--- src/rtl/uart_frame_parser.sv ---
// Frame decoder behind the 8N1 UART receiver: SYNC, LEN, PAYLOAD[LEN], CHK.
// Good payloads land in an in-place buffer readable through rd_addr/rd_data.
module uart_frame_parser #(
  parameter logic [7:0]  SYNC_BYTE      = 8'hA5,
  parameter int unsigned MAX_LEN        = 16,
  parameter int unsigned ADDR_W         = 4,
  parameter int unsigned TIMEOUT_CYCLES = 50000
) (
  input  logic              clk_50MHz,
  input  logic              reset,
  input  logic              rx_valid,
  input  logic [7:0]        rx_data,
  input  logic [ADDR_W-1:0] rd_addr,
  output logic [7:0]        rd_data,
  output logic              frame_valid,
  output logic [7:0]        frame_len,
  output logic              err_chk,
  output logic              err_len,
  output logic              err_timeout,
  output logic              busy
);

  localparam int unsigned CNT_W = $clog2(TIMEOUT_CYCLES + 1);

  typedef enum logic [1:0] {
    WAIT_SYNC,
    GET_LEN,
    GET_PAYLOAD,
    GET_CHK
  } state_t;

  state_t           state;
  logic [7:0]       len;
  logic [7:0]       idx;
  logic [7:0]       chk_acc;
  logic [CNT_W-1:0] cnt;
  logic [7:0]       payload [MAX_LEN];

  logic len_ok;
  assign len_ok = (rx_data != 8'd0) && (32'(rx_data) <= MAX_LEN);

  always_ff @(posedge clk_50MHz or posedge reset) begin
    if (reset) begin
      state       <= WAIT_SYNC;
      len         <= 8'd0;
      idx         <= 8'd0;
      chk_acc     <= 8'd0;
      cnt         <= '0;
      frame_valid <= 1'b0;
      frame_len   <= 8'd0;
      err_chk     <= 1'b0;
      err_len     <= 1'b0;
      err_timeout <= 1'b0;
      busy        <= 1'b0;
      for (int i = 0; i < int'(MAX_LEN); i++) payload[i] <= 8'd0;
    end else begin
      frame_valid <= 1'b0;
      err_chk     <= 1'b0;
      err_len     <= 1'b0;
      err_timeout <= 1'b0;
      if (rx_valid) begin
        // A byte on the terminal-count cycle wins over the timeout.
        cnt <= '0;
        case (state)
          WAIT_SYNC: begin
            if (rx_data == SYNC_BYTE) begin
              state <= GET_LEN;
              busy  <= 1'b1;
            end
          end
          GET_LEN: begin
            if (len_ok) begin
              len     <= rx_data;
              chk_acc <= rx_data;
              idx     <= 8'd0;
              state   <= GET_PAYLOAD;
            end else begin
              err_len <= 1'b1;
              state   <= WAIT_SYNC;
              busy    <= 1'b0;
            end
          end
          GET_PAYLOAD: begin
            for (int i = 0; i < int'(MAX_LEN); i++) begin
              if (idx == 8'(i)) payload[i] <= rx_data;
            end
            chk_acc <= chk_acc ^ rx_data;
            idx     <= idx + 8'd1;
            if (idx == len - 8'd1) state <= GET_CHK;
          end
          GET_CHK: begin
            if (rx_data == chk_acc) begin
              frame_valid <= 1'b1;
              frame_len   <= len;
            end else begin
              err_chk <= 1'b1;
            end
            state <= WAIT_SYNC;
            busy  <= 1'b0;
          end
          default: begin
            state <= WAIT_SYNC;
            busy  <= 1'b0;
          end
        endcase
      end else if (state == WAIT_SYNC) begin
        cnt <= '0;
      end else if (cnt == CNT_W'(TIMEOUT_CYCLES - 1)) begin
        err_timeout <= 1'b1;
        state       <= WAIT_SYNC;
        busy        <= 1'b0;
        cnt         <= '0;
      end else begin
        cnt <= cnt + CNT_W'(1);
      end
    end
  end

  // Random-access read; addresses past the buffer read as zero.
  always_comb begin
    rd_data = 8'd0;
    for (int i = 0; i < int'(MAX_LEN); i++) begin
      if (rd_addr == ADDR_W'(i)) rd_data = payload[i];
    end
  end

endmodule

--- config.mk ---
export PLATFORM = sky130hd
export DESIGN_NAME = uart_frame_parser
export DESIGN_NICKNAME = d
export VERILOG_FILES = /design/src/rtl/uart_frame_parser.sv
export SDC_FILE = /design/constraint.sdc
export NUM_CORES = 1
export LEC_CHECK = 0
export ABC_AREA = 1
export ABC_CLOCK_PERIOD_IN_PS = 8400
export CAP_MARGIN = 20
export CORE_ASPECT_RATIO = 1.1
export CORE_MARGIN = 2
export CORE_UTILIZATION = 61
export DETAILED_ROUTE_END_ITERATION = 10
export GPL_ROUTABILITY_DRIVEN = 0
export PLACE_DENSITY = 0.83
export RECOVER_POWER = 50
export SYNTH_ARGS = -nofsm -noshare
export SYNTH_HDL_FRONTEND = slang
export SYNTH_SLANG_ARGS = --single-unit
--- constraint.sdc ---
create_clock -name clk_50MHz -period 8.4 [get_ports clk_50MHz]
set_clock_uncertainty 0.15 [all_clocks]
set_input_delay 1.68 -clock clk_50MHz [delete_from_list [all_inputs] [get_ports clk_50MHz]]
set_output_delay 1.68 -clock clk_50MHz [all_outputs]
set_load 0.01 [all_outputs]
Yosys cells after proc, flatten, opt, wreduce, memory -nomap -nowiden:

Index checks and enable logic that the tools add are counted.

* add/sub/neg operators: 3
* multiply operators: 0
* div/mod/pow operators: 0
* magnitude comparators: 1
* equality and inequality tests: 43
* shifts and indexed selects: 0
* muxes and demuxes: 48
* bitwise gates (word level): 1
* reductions and logical operators: 28

Operators by type and width (number)
* 8-bit 2-to-1 mux: 18
* 8-bit by 4-bit equality test with 1-bit output, second input constant: 8
* 3-bit AND reduction: 19
* 16-bit 2-to-1 mux: 3
* 4-bit equality test, second input constant: 8
* 8-bit by 3-bit equality test with 1-bit output, second input constant: 4
* 8-bit case mux with 2 select lines: 2
* 1-bit 2-to-1 mux: 17
* 16-bit by 1-bit adder with 16-bit output, second input constant: 1
* 16-bit equality test, second input constant: 1
* 4-bit by 3-bit equality test with 1-bit output, second input constant: 4
* 8-bit by 2-bit equality test with 1-bit output, second input constant: 2
* 8-bit equality test: 2
* 2-bit 2-to-1 mux: 6
* 8-bit by 1-bit adder with 8-bit output, second input constant: 1
* 4-bit by 2-bit equality test with 1-bit output, second input constant: 2
* 8-bit by 1-bit equality test with 1-bit output, second input constant: 1
* 8-bit equality test, second input constant: 1
* 8-bit by 5-bit <= comparator with 1-bit output, second input constant: 1
* 8-bit zero test: 1
* 2-bit case mux with 4 select lines: 1
* 8-bit nonzero test: 1
* 8-bit by 1-bit subtractor with 8-bit output, second input constant: 1
* 8-bit XOR: 1
* 13 further kinds: 18

* register bits after elaboration: 183
* bits in latches: 0
* bits in writable memories: 0
* ROM bits: 0
* input bits: 15
* output and inout port bits: 21
* logic and storage cells: 151
* memories: 0

Logic depth before layout (Yosys ltp):

* word-level depth: 17
* gate-level depth with buffers: 12
* mapped depth without buffers: 12

Least setup slack after synthesis:

Ideal clock, no wire load.

* path kind: in2out
* start: input rd_addr[2]
* end: output rd_data[3]
* data arrival time: 2.732 ns
* required time: 6.570 ns
* setup slack: 3.838 ns
* stages: 12
* buffers on the path: 1
* cell sequence: nor2_1 buf_2 nand3_1 nand3_1 nor2_1 nand4_1 nand2_1 nand4_1 nand2_1 nand3_1 nand2_1 nand2_1

* word-level cells in the longest chain between the ends: 17
* elaborated cells on any way between the ends: 32
* classes of those cells: 15 x eq/ne; 16 x mux; 1 x reduce/logical

Ends and longest elaborated chain
* start, declared: line 13 `input logic [ADDR_W-1:0] rd_addr,`
* 4-bit zero test: line 123 `if (rd_addr == ADDR_W'(i)) rd_data = payload[i];`
* 8-bit 2-to-1 mux (15 in series): line 123
* 8-bit 2-to-1 mux *: line 123
* end, declared: line 14 `output logic [7:0] rd_data,`

Mark *: on every way between the ends. The rest lies on a longest branch, timed or not.

Worst setup path in the final report:

* start: input rd_addr[3]
* end: output rd_data[3]

The elaborated chain is that of the path after synthesis.

==> summary.txt <==
Outcome
  – Run status: finished clean

Power and ir drop
  – Pint: around 1.7 mW
  – Logic pwr share: between 10% and 20%
  – Lkg Pwr: between 4 and 5 nW
  – Net Sw Power: about 0.72 mW
  – Maximum vdd drop: about 0.00017 V
  – Sequential power share: around 46%
  – Power per Cell Area: between 200 and 250 nW/um^2
  – Clock power frac: 34.9%
  – Switching Fraction: between 30% and 40%

Logic synthesis
  – Synth async-reset ratio: 100.0%
  – Adder-cell area share of the yosys netlist: less than 1%
  – Cell area after synthesis: 8597 sq um
  – Multiplexer share of the synthesized area: 0%
  – Syn_nets: roughly 1100
  – Number of synthesized register bits: 183
  – Most used DFF post-synth: dfrtp_1
  – Cells after Synth: 1048
  – Avg Cell Area, Syn: approximately 8.2 sq um
  – Main combinational cell family by area after synthesis: simple AND/OR/NAND/NOR gates
  – XOR/XNOR Fraction of Synth Area: 3.056%
  – Compound-Gate Fraction of Synth Area: 10.52%
  – EDFF count, synth: 0
  – Yosys cell types: 30
  – Seq/Total Area, Yosys: approximately 53%
  – Synth warn: 0
  – Simple-gate area share of the yosys netlist: between 20% and 30%

Routing
  – Antenna Nets Post-Route: 0
  – Detailed router's first-iteration violation count: about 760
  – DRT Pass-1 Iters: 6
  – DRC: 0
  – Vias: a little over 7000
  – Routed len/inst: roughly 16 um
  – Via density per instance: ~5.6
  – Drt total wl: 19970 um

Layout
  – Diode count: 0
  – Layout cells sized above 1: slightly above 6%
  – Final core occ: a little over two thirds
  – Area delta synth->final: 12.08%
  – Layout Nets: between 1000 and 1500

Critical path
  – Crit-path max cell delay: 0.57 ns
  – CP arrival: between 4 and 5 ns
  – Worst path slowest cell: nor2_1
  – WP data required: approximately 6.6 ns
  – Crit-path max FO: 10
  – Crit. End Element: output pin
  – Startpoint Class: input pin
  – Crit Path Category: in -> out
  – CP Cell Sequence: clkdlybuf4s50_1 -> inv_1 -> nor2_1 -> inv_1 -> nor2_1 -> a21oi_1 -> nand4_1 -> nand2_1 -> nand3_1 -> nand2_1 -> nand2_1 -> clkdlybuf4s50_1
  – Most Frequent Cell on Critical Path: nand2_1

STA
  – Setup TNS: 0 ns
  – Setup WS post-layout: ~2.4 ns
  – Final setup viols: 0
  – Highest clock rate: approximately 170 MHz
  – Pins Over Slew Limit: 0
  – Actual slew at the worst max-slew pin: around 0.92 ns
  – Post-layout min period: between 5 and 6 ns
  – Final Hold Fails: 0
  – RSZ-0062 raised after global routing: false
  – Slew margin rel.: ~39%
  – Final period utilization: 70.91%

Floorplanning
  – Starting Density: between 60% and 70%
  – Die ar.: 15060 sq um
  – Core Region: 13790 sq um
  – Die width: ~120 um
  – Top-level I/O count: 36
  – Row cnt: between 40 and 50
  – Die H: about 130 um

Clock network
  – CTS tree: built
  – Postcts setup bufs: 0
  – Number of buffers created by CTS: 17
  – Clock Path Buffers: 2
  – H-Tree Depth: 4
  – CTS resizes: 0
  – Worst skew pair latency: between 0.4 and 0.5 ns
  – Clock sink count: approximately 180
  – Clk pin slew, worst setup/hold paths: about 0.070 ns
  – CTS root buffer: clkbuf_16
  – Hold buffers post-CTS: 0

Min path
  – Hold crit path type: reg -> reg

GRT
  – Largest net degree at the start of global routing: 115
  – Initial antenna violation count: 0
  – Gr ovfl total: 0
  – Gr usage total: 28.73%
  – Number of global-route vias before repair: ~6700
  – First-pass GRT wire length: 33350 um

Run
  – Maxcap violations: 0

Place
  – Dpl ws: about 2.5 ns
  – DP Wirelength: 13260 um
  – Port buffer count: 35
per-layer routing:
layer / GRT usage (%) / routed length (um) / share of wire, %
met1: 40.79 / 8890 / 45
met3: 6.029 / 1390 / 7.0
met5: 0 / 0 / 0
met2: 43.85 / 9192 / 46
met4: 10.80 / 492 / 2.5
cell usage in the layout, fill, tap and decap left out, drive strengths merged:
cell type,Yosys,layout
bufinv,0,3
clkinvlp,0,5
o21a,1,1
clkdlybuf4s50,0,19
nand3,43,43
xor2,15,15
a21oi,22,22
nor2,92,92
xnor2,15,15
clkbuf,11,18
nor4,3,3
buf,21,3
dlygate4sd3,0,16
ha,6,6
dfrtp,183,183
or2,14,14
inv,91,92
and3,3,3
nand2,332,332
o221a,1,1
nor3,13,13
nand4,28,28
a211oi,2,2
clkinv,0,5
o21ai,152,152
power groups by stage:
| stage | clock [mW] | sequential (mW) | combinational (mW) |
|---|---|---|---|
| floorplan | 0 | 1.08 | 0.358 |
| global placement | 0 | 1.10 | 0.445 |
| detailed placement | 0 | 1.10 | 0.465 |
| CTS | 0.837 | 1.09 | 0.472 |
| global route | 0.877 | 1.10 | 0.521 |
| finish | 0.829 | 1.09 | 0.457 |
sequential cells by signal (all words and copies together), names as in the netlist:
register / cells
busy: 1
chk_acc: 8
cnt: 16
err_chk: 1
err_len: 1
err_timeout: 1
frame_len: 8
frame_valid: 1
idx: 8
len: 8
payload: 128
state: 2
stage by stage:
stage / instances / cell area (sq um) / power (mW) / hold slack [ns]
final: 1274 / 9635 / 2.374 / 0.3129
after global routing: 1274 / 9635 / 2.498 / 0.3246
after CTS: 1273 / 9654 / 2.395 / 0.3111
after detailed placement: 1241 / 9041 / 1.564 / 0.3028
after global placement: 1241 / 9041 / 1.541 / 0.2999
after floorplan: 1048 / 8597 / 1.434 / 0.2751
cell usage after synthesis (15+ instances only):
cell	count	share of area, %
nand3_1	42	2.4
nor2_1	78	3.4
dfrtp_1	183	53
o21ai_1	15	0.87
buf_2	18	1.0
o21ai_0	137	8.0
nand4_1	28	2.0
inv_1	82	3.6
a21oi_1	22	1.3
xor2_1	15	1.5
xnor2_1	15	1.5
nand2_1	328	14
logic make-up after synthesis:
kind of cell | after synthesis
xor gates and xnor gates | 30
and+or+nand+nor | 528
buffers and inverters | 123
adders and majority gates | 6
AOI/OAI and AO/OA | 178
DFF | 183
area by class of cell:
type | instances | area (sq um)
Sequential cell | 183 | 4579
Fill cell | 1095 | 4159
Multi-Input combinational cell | 742 | 3472
Clock inverter | 14 | 173.9
Timing Repair Buffer | 38 | 392.9
Tap cell | 188 | 235.2
Inverter | 91 | 342.8
Clock buffer | 18 | 439.2
critical path, delay by kind of cell:
kind,cells,cell delay [ns]
buf+inv,4,1.23
simple gates,7,1.13
compound gates,1,0.08
final timing paths:
kind                            startpoint      endpoint  slack (ns)  cells past startpoint
worst min-delay path                cnt[0]        cnt[0]        0.31                      1
max in group asynchronous            reset   payload[36]        4.62                      4
min in group asynchronous            reset  payload[118]        1.69                      2
worst max-delay path            rd_addr[3]    rd_data[3]        2.44                     12
worst min register to register      cnt[0]        cnt[0]        0.31                      1
worst max register to register    state[0]    payload[4]        5.89                      7
Power figures use the tool's default switching activity.
